===== src/rtl/ycell_cfg_pkg.sv =====
// Shared types and constants for the ycell configuration-chain driver.
package ycell_cfg_pkg;

    localparam int unsigned CHAIN_LEN_DEF = 48;
    localparam int unsigned WORD_W_DEF    = 8;
    localparam int unsigned STROBE_DEF    = 2;
    localparam int unsigned CLR_DEF       = 4;
    localparam int unsigned MM_W          = 16;
    localparam int unsigned STROBE_CNT_W  = 8;

    typedef enum logic [2:0] {
        ST_IDLE     = 3'd0,
        ST_CLEAR    = 3'd1,
        ST_LOAD     = 3'd2,
        ST_SHIFT_LO = 3'd3,
        ST_SHIFT_HI = 3'd4,
        ST_DRAIN    = 3'd5,
        ST_DONE     = 3'd6
    } cfg_state_e;

    typedef enum logic [1:0] {
        PH_IDLE = 2'd0,
        PH_LO   = 2'd1,
        PH_HI   = 2'd2
    } strobe_phase_e;

    function automatic logic [MM_W-1:0] sat_inc(input logic [MM_W-1:0] v);
        return (v == {MM_W{1'b1}}) ? v : v + {{(MM_W-1){1'b0}}, 1'b1};
    endfunction

endpackage


===== src/rtl/ycell_cfg_strobe.sv =====
// confclk phase generator: a start pulse runs one low phase then one high phase;
// a start coinciding with hi_end chains straight into the next low phase.
module ycell_cfg_strobe
    import ycell_cfg_pkg::*;
#(
    parameter int unsigned CNT_W = STROBE_CNT_W
) (
    input  logic             clk,
    input  logic             reset,
    input  logic             start,
    input  logic [CNT_W-1:0] lo_w,
    input  logic [CNT_W-1:0] hi_w,
    output logic             confclk,
    output logic             lo_end,
    output logic             hi_end
);

    strobe_phase_e    phase_q, phase_d;
    logic [CNT_W-1:0] cnt_q, cnt_d;
    logic             confclk_q, confclk_d;

    // End-of-phase flags depend only on state so the driver FSM can use them without a loop.
    assign lo_end = (phase_q == PH_LO) && (cnt_q == lo_w - CNT_W'(1));
    assign hi_end = (phase_q == PH_HI) && (cnt_q == hi_w - CNT_W'(1));

    // Phase sequencing and width counting.
    always_comb begin
        phase_d = phase_q;
        cnt_d   = cnt_q;
        case (phase_q)
            PH_IDLE: begin
                if (start) begin
                    phase_d = PH_LO;
                    cnt_d   = {CNT_W{1'b0}};
                end else begin
                    cnt_d   = {CNT_W{1'b0}};
                end
            end
            PH_LO: begin
                if (lo_end) begin
                    phase_d = PH_HI;
                    cnt_d   = {CNT_W{1'b0}};
                end else begin
                    cnt_d   = cnt_q + CNT_W'(1);
                end
            end
            PH_HI: begin
                if (hi_end) begin
                    phase_d = start ? PH_LO : PH_IDLE;
                    cnt_d   = {CNT_W{1'b0}};
                end else begin
                    cnt_d   = cnt_q + CNT_W'(1);
                end
            end
            default: begin
                phase_d = PH_IDLE;
                cnt_d   = {CNT_W{1'b0}};
            end
        endcase
        confclk_d = (phase_d == PH_HI);
    end

    // State and registered confclk.
    always_ff @(posedge clk) begin
        if (reset) begin
            phase_q   <= PH_IDLE;
            cnt_q     <= {CNT_W{1'b0}};
            confclk_q <= 1'b0;
        end else begin
            phase_q   <= phase_d;
            cnt_q     <= cnt_d;
            confclk_q <= confclk_d;
        end
    end

    assign confclk = confclk_q;

endmodule


===== src/rtl/ycell_cfg_driver.sv =====
// Serial configuration-chain loader for a ycell column (LSB-first, programmable strobes).
// Optional chain readback compare enabled by defining YCELL_CFG_READBACK_EN.
module ycell_cfg_driver
    import ycell_cfg_pkg::*;
#(
    parameter int unsigned CHAIN_LEN  = CHAIN_LEN_DEF,
    parameter int unsigned WORD_W     = WORD_W_DEF,
    parameter int unsigned STROBE_LO  = STROBE_DEF,
    parameter int unsigned STROBE_HI  = STROBE_DEF,
    parameter int unsigned CLR_CYCLES = CLR_DEF
) (
    input  logic              clk,
    input  logic              reset,
    input  logic              in_valid,
    output logic              in_ready,
    input  logic [WORD_W-1:0] in_data,
    input  logic              in_last,
    output logic              cfg_reset,
    output logic              confclk,
    output logic              cbit,
    input  logic              cbit_tail,
    output logic              busy,
    output logic              done,
    output logic              len_err,
    output logic [MM_W-1:0]   mismatch_cnt
);

    localparam int unsigned BIT_W  = $clog2(CHAIN_LEN + 1);
    localparam int unsigned WBIT_W = $clog2(WORD_W + 1);
    localparam int unsigned CLR_W  = (CLR_CYCLES > 1) ? $clog2(CLR_CYCLES) : 1;

    cfg_state_e         state_q, state_d;
    logic [CLR_W-1:0]   clr_cnt_q, clr_cnt_d;
    logic [WORD_W-1:0]  shreg_q, shreg_d;
    logic [WBIT_W-1:0]  wbit_q, wbit_d;
    logic [BIT_W-1:0]   bit_cnt_q, bit_cnt_d;
    logic               last_q, last_d;
    logic               len_err_q, len_err_d;
    logic               in_ready_q, in_ready_d;
    logic               busy_q, busy_d;
    logic               done_q, done_d;
    logic               cfg_reset_q, cfg_reset_d;
    logic               cbit_q, cbit_d;
    logic               start_s, lo_end_s, hi_end_s, hs_s;

    assign hs_s = in_valid && in_ready_q;

    ycell_cfg_strobe #(.CNT_W(STROBE_CNT_W)) u_strobe (
        .clk     (clk),
        .reset   (reset),
        .start   (start_s),
        .lo_w    (STROBE_CNT_W'(STROBE_LO)),
        .hi_w    (STROBE_CNT_W'(STROBE_HI)),
        .confclk (confclk),
        .lo_end  (lo_end_s),
        .hi_end  (hi_end_s)
    );

    // Main sequencing: clear, per-word load, per-bit strobe, drain of surplus words.
    always_comb begin
        state_d   = state_q;
        clr_cnt_d = clr_cnt_q;
        shreg_d   = shreg_q;
        wbit_d    = wbit_q;
        bit_cnt_d = bit_cnt_q;
        last_d    = last_q;
        len_err_d = len_err_q;
        start_s   = 1'b0;
        case (state_q)
            ST_IDLE: begin
                if (in_valid) begin
                    state_d   = ST_CLEAR;
                    clr_cnt_d = {CLR_W{1'b0}};
                    len_err_d = 1'b0;
                    bit_cnt_d = {BIT_W{1'b0}};
                end else begin
                    state_d   = ST_IDLE;
                end
            end
            ST_CLEAR: begin
                if (clr_cnt_q == CLR_W'(CLR_CYCLES - 1)) begin
                    state_d   = ST_LOAD;
                end else begin
                    clr_cnt_d = clr_cnt_q + CLR_W'(1);
                end
            end
            ST_LOAD: begin
                if (hs_s) begin
                    shreg_d = in_data;
                    wbit_d  = {WBIT_W{1'b0}};
                    last_d  = in_last;
                    state_d = ST_SHIFT_LO;
                    start_s = 1'b1;
                end else begin
                    state_d = ST_LOAD;
                end
            end
            ST_SHIFT_LO: begin
                if (lo_end_s) begin
                    state_d = ST_SHIFT_HI;
                end else begin
                    state_d = ST_SHIFT_LO;
                end
            end
            ST_SHIFT_HI: begin
                if (hi_end_s) begin
                    bit_cnt_d = bit_cnt_q + BIT_W'(1);
                    wbit_d    = wbit_q + WBIT_W'(1);
                    shreg_d   = shreg_q >> 1'b1;
                    if (bit_cnt_d == BIT_W'(CHAIN_LEN)) begin
                        // Chain full: leftover bits of this word are dropped silently.
                        if (last_q) begin
                            state_d   = ST_DONE;
                        end else begin
                            len_err_d = 1'b1;
                            state_d   = ST_DRAIN;
                        end
                    end else if (wbit_d == WBIT_W'(WORD_W)) begin
                        if (last_q) begin
                            len_err_d = 1'b1;
                            state_d   = ST_DONE;
                        end else begin
                            state_d   = ST_LOAD;
                        end
                    end else begin
                        state_d = ST_SHIFT_LO;
                        start_s = 1'b1;
                    end
                end else begin
                    state_d = ST_SHIFT_HI;
                end
            end
            ST_DRAIN: begin
                if (hs_s && in_last) begin
                    state_d = ST_DONE;
                end else begin
                    state_d = ST_DRAIN;
                end
            end
            ST_DONE: begin
                state_d = ST_IDLE;
            end
            default: begin
                state_d = ST_IDLE;
            end
        endcase
    end

    // Registered outputs derived from the next state; cbit only moves on entry to a low phase.
    always_comb begin
        in_ready_d = (state_d == ST_LOAD) || (state_d == ST_DRAIN);
        busy_d     = (state_d != ST_IDLE);
        done_d     = (state_d == ST_DONE);
        case (state_d)
            ST_IDLE: cfg_reset_d = cfg_reset_q;
            ST_DONE: cfg_reset_d = 1'b0;
            default: cfg_reset_d = 1'b1;
        endcase
        if ((state_d == ST_SHIFT_LO) && (state_q != ST_SHIFT_LO)) begin
            cbit_d = shreg_d[0];
        end else begin
            cbit_d = cbit_q;
        end
    end

    // State and output registers.
    always_ff @(posedge clk) begin
        if (reset) begin
            state_q     <= ST_IDLE;
            clr_cnt_q   <= {CLR_W{1'b0}};
            shreg_q     <= {WORD_W{1'b0}};
            wbit_q      <= {WBIT_W{1'b0}};
            bit_cnt_q   <= {BIT_W{1'b0}};
            last_q      <= 1'b0;
            len_err_q   <= 1'b0;
            in_ready_q  <= 1'b0;
            busy_q      <= 1'b0;
            done_q      <= 1'b0;
            cfg_reset_q <= 1'b1;
            cbit_q      <= 1'b0;
        end else begin
            state_q     <= state_d;
            clr_cnt_q   <= clr_cnt_d;
            shreg_q     <= shreg_d;
            wbit_q      <= wbit_d;
            bit_cnt_q   <= bit_cnt_d;
            last_q      <= last_d;
            len_err_q   <= len_err_d;
            in_ready_q  <= in_ready_d;
            busy_q      <= busy_d;
            done_q      <= done_d;
            cfg_reset_q <= cfg_reset_d;
            cbit_q      <= cbit_d;
        end
    end

`ifdef YCELL_CFG_READBACK_EN
    logic [CHAIN_LEN-1:0] shadow_q, shadow_d;
    logic [MM_W-1:0]      mm_q, mm_d;

    // The tail bit leaving the chain at each rise is the previous image's bit at the same index.
    always_comb begin
        shadow_d = shadow_q;
        mm_d     = mm_q;
        if ((state_q == ST_IDLE) && in_valid) begin
            mm_d = {MM_W{1'b0}};
        end else if ((state_q == ST_SHIFT_LO) && lo_end_s) begin
            if (cbit_tail != shadow_q[bit_cnt_q]) begin
                mm_d = sat_inc(mm_q);
            end else begin
                mm_d = mm_q;
            end
            shadow_d[bit_cnt_q] = cbit_q;
        end else begin
            mm_d = mm_q;
        end
    end

    // Shadow image and mismatch counter registers.
    always_ff @(posedge clk) begin
        if (reset) begin
            shadow_q <= {CHAIN_LEN{1'b0}};
            mm_q     <= {MM_W{1'b0}};
        end else begin
            shadow_q <= shadow_d;
            mm_q     <= mm_d;
        end
    end

    assign mismatch_cnt = mm_q;
`else
    logic unused_tail;
    assign unused_tail  = cbit_tail;
    assign mismatch_cnt = {MM_W{1'b0}};
`endif

    assign in_ready  = in_ready_q;
    assign busy      = busy_q;
    assign done      = done_q;
    assign len_err   = len_err_q;
    assign cfg_reset = cfg_reset_q;
    assign cbit      = cbit_q;

endmodule


===== config.mk =====
export PLATFORM = sky130hd
export DESIGN_NAME = ycell_cfg_driver
export DESIGN_NICKNAME = d
export VERILOG_FILES = /design/src/rtl/ycell_cfg_pkg.sv /design/src/rtl/ycell_cfg_strobe.sv /design/src/rtl/ycell_cfg_driver.sv
export SDC_FILE = /design/constraint.sdc
export NUM_CORES = 1
export LEC_CHECK = 0
export ABC_AREA = 1
export BUFFER_PORTS_ARGS = -buffer_cell sky130_fd_sc_hd__buf_4
export CAP_MARGIN = 40
export CORE_MARGIN = 2
export CORE_UTILIZATION = 56
export CTS_CLUSTER_SIZE = 40
export DETAILED_ROUTE_END_ITERATION = 6
export PLACE_DENSITY = 0.82
export SYNTH_ARGS = -nofsm -noshare
export SYNTH_HDL_FRONTEND = slang
export SYNTH_SLANG_ARGS = --single-unit

===== constraint.sdc =====
create_clock -name clk -period 2.1 [get_ports clk]
set_input_delay 0.42 -clock clk [delete_from_list [all_inputs] [get_ports clk]]
set_output_delay 0.42 -clock clk [all_outputs]
set_load 0.02 [all_outputs]

==> impl_metrics.tcl <==
set metrics [dict create \
    maxCapViolCount 0 \
    max_freq_mhz 555 \
    total_power_w 0.00162 \
    grt_pass1_wl_mm 7.13 \
    dp_slack_ps 296 \
    setup_ws_ps 299 \
    hold_path.class "in2reg" \
    antenna_left 0 \
    via_per_inst 4.94 \
    reg2reg_to "cfg_reset" \
    regArea_um2 821 \
    gr-total-overflow 0 \
    synthesis.area_um2 2280 \
    post_synth_inst_count 310 \
    synth_seq_cells 41 \
    post-route-drc-count 0 \
    power_density_nw_per_um2 641 \
    ys_seq_area_frac 0.360 \
    period_minus_slack_ps 1800 \
    final_nets 355 \
    cts.sink_count 41 \
    fin_tns_setup_ps 0 \
    drive_gt1_frac 0.213 \
    port_buffers 18 \
    root_buffer "clkbuf_8" \
    period_share 0.858 \
    cts_htree_levels 2 \
    worstPathMaxFanout 7 \
    clk_latency_ps 290 \
    hold_buffers 0 \
    crit_required_ps 2280 \
    antenna_cells 0 \
    synthArstFlopShare 0 \
    finalWirelength_mm 4.02 \
    drt_pre_antenna_iters 4 \
    cts_setup_buffers 0 \
    dp_hpwl_mm 3.01 \
    hold_ws_ps 387 \
    clk_pin_slew_ps 70 \
    peakVddDrop_mv 0.562 \
    syn_avg_cell_area_um2 7.35 \
    worst_ep_arrival_time_ps 1980 \
    die-width_um 67.8 \
    hold_depth 3 \
    via_count 1897 \
    end_kind "register" \
    fin_skew_ps 10.3 \
    grt_max_degree 24 \
    antenna_found_initial 0 \
    wl_per_cell_um 10.5 \
    cts_tree "yes" \
    setup_viol_count_final 0 \
    crit_type "reg2reg" \
    core_area_um2 3970 \
    synth_edf_count 0 \
    multiInputGateArea_um2 1220 \
    setup.worst_path.start_class "register" \
    rsz0062_at_grt "false" \
    reg2reg_setup_slack_ps 300 \
    top_level_ports 36 \
    fill_cells 358 \
    die_y_um 67.8 \
    hold_end "shreg_q[7]" \
    globalplace.congestion 0.872 \
    final_util 0.638 \
    drtIter0Drc 72 \
    hold_path_startpoint "in_data[7]" \
    final_max_slew_viol_count 0 \
    initial_core_util 0.574 \
    grt.total_usage 0.207 \
    cts_buffers 5 \
    yosysWarningCount 0 \
    grt_pass1_vias 1682 \
    hold_violations 0 \
    synthFlopType "dfxtp_1" \
    rows 23 \
    regToRegStartpoint "bit_cnt_q[0]" \
    worst_r2r_path_depth 12 \
    clk_path_buf_depth 2 \
    status "finished, final reports clean" \
    die-area_um2 4590 \
    cts_resized 0 \
    leakagePower_nw 1.10 \
    area_delta_synth_final_pct 11.2 \
    synth_cell_types 35 \
]
-- cell type report --
type,instances,share of cell area
tap,50,0.0247
clock inverter,1,0.0119
sequential,41,0.324
multi-input combinational,223,0.481
timing repair buffer,21,0.0622
inverter,41,0.0617
clock buffer,7,0.0341
-- cells in the final DEF, fill, tap and decap left out, types with 6 or more instances in the layout --
master / count
a21oi_1: 20
a31oi_1: 8
buf_4: 21
clkbuf_8: 6
conb_1: 16
dfxtp_1: 41
ha_1: 9
inv_1: 24
inv_2: 13
nand2_1: 66
nand2_2: 12
nand3_1: 21
nor2_1: 24
o21ai_0: 11
-- how the worst max path moves through the flow --
stage                 startpoint         to  slack, ps  cells after the start
finish              bit_cnt_q[0]  cfg_reset        300                     12
global route        bit_cnt_q[0]  cfg_reset         80                     12
CTS                 bit_cnt_q[0]  cfg_reset        290                     12
detailed placement  bit_cnt_q[0]  cfg_reset        300                     12
global placement    bit_cnt_q[0]  cfg_reset        340                     12
floorplan           bit_cnt_q[0]  cfg_reset        480                     12
-- through the flow --
| step | cell area, µm² | cells |
|---|---|---|
| global placement | 2420 | 376 |
| floorplan | 2330 | 325 |
| detailed placement | 2420 | 376 |
| CTS | 2530 | 384 |
| finish | 2530 | 384 |
| global route | 2530 | 384 |
-- synth_stat cells, drive strengths merged, types with 3 or more instances --
cell | number | area [µm²]
clkinv | 3 | 11.3
ha | 9 | 113
nand2 | 80 | 345
nor3 | 5 | 41.3
buf | 18 | 130
nand4 | 4 | 46.3
a31oi | 8 | 50.1
a211oi | 3 | 22.5
o21ai | 12 | 63.8
xor2 | 4 | 35.0
a21oi | 20 | 100
dfxtp | 41 | 821
nand3 | 24 | 135
nor2 | 31 | 149
inv | 38 | 145
-- layer usage --
| metal | vias to the layer above | global-route usage | wire [µm] |
|---|---|---|---|
| met5 | - | 0 | 0 |
| met3 | 6 | 0.0600 | 190 |
| li1 | 1014 | - | - |
| met1 | 841 | 0.270 | 1900 |
| met4 | 0 | 0.0675 | 57 |
| met2 | 36 | 0.327 | 1870 |
-- cells by family (layout without fill, tap and decap cells) --
group	Yosys count	count (layout)	synth area share
AOI/OAI and AO/OA	46	46	0.115
xor gates and xnor gates	6	6	0.0231
adders and majority gates	9	9	0.0494
buffers and inverters	61	70	0.129
DFF	41	41	0.360
other	1	16	0.00165
and+or+nand+nor	146	146	0.321
-- flip-flops by register name (all words and copies together), names as in the netlist --
register and flops:
bit_cnt_q 6, cfg_reset 1, shreg_q 8, last_q 1, u_strobe.phase_q 2, cbit 1
u_strobe.confclk 1, clr_cnt_q 2, state_q 3, wbit_q 4, in_ready 1, len_err 1
u_strobe.cnt_q 8, busy 1, done 1
-- critical path: stages (launching register included) --
cell	delay (ps)
dfxtp_1	440
ha_1	220
nand2_2	80
o21ai_2	150
nand2_2	80
nor2_4	150
nand3_2	90
nand2_1	90
nand2_2	100
nor2_4	130
nand2_1	60
nand2_1	60
nand3_1	60
-- power by group --
| group | switching, W | leakage [nW] | internal (W) |
|---|---|---|---|
| Clock | 0.000267 | 0.0585 | 0.000388 |
| Sequential | 0.0000143 | 0.332 | 0.000796 |
| Combinational | 0.000106 | 0.711 | 0.0000525 |
| Total | 0.000387 | 1.10 | 0.00124 |
(Power assumes the default switching activity.)
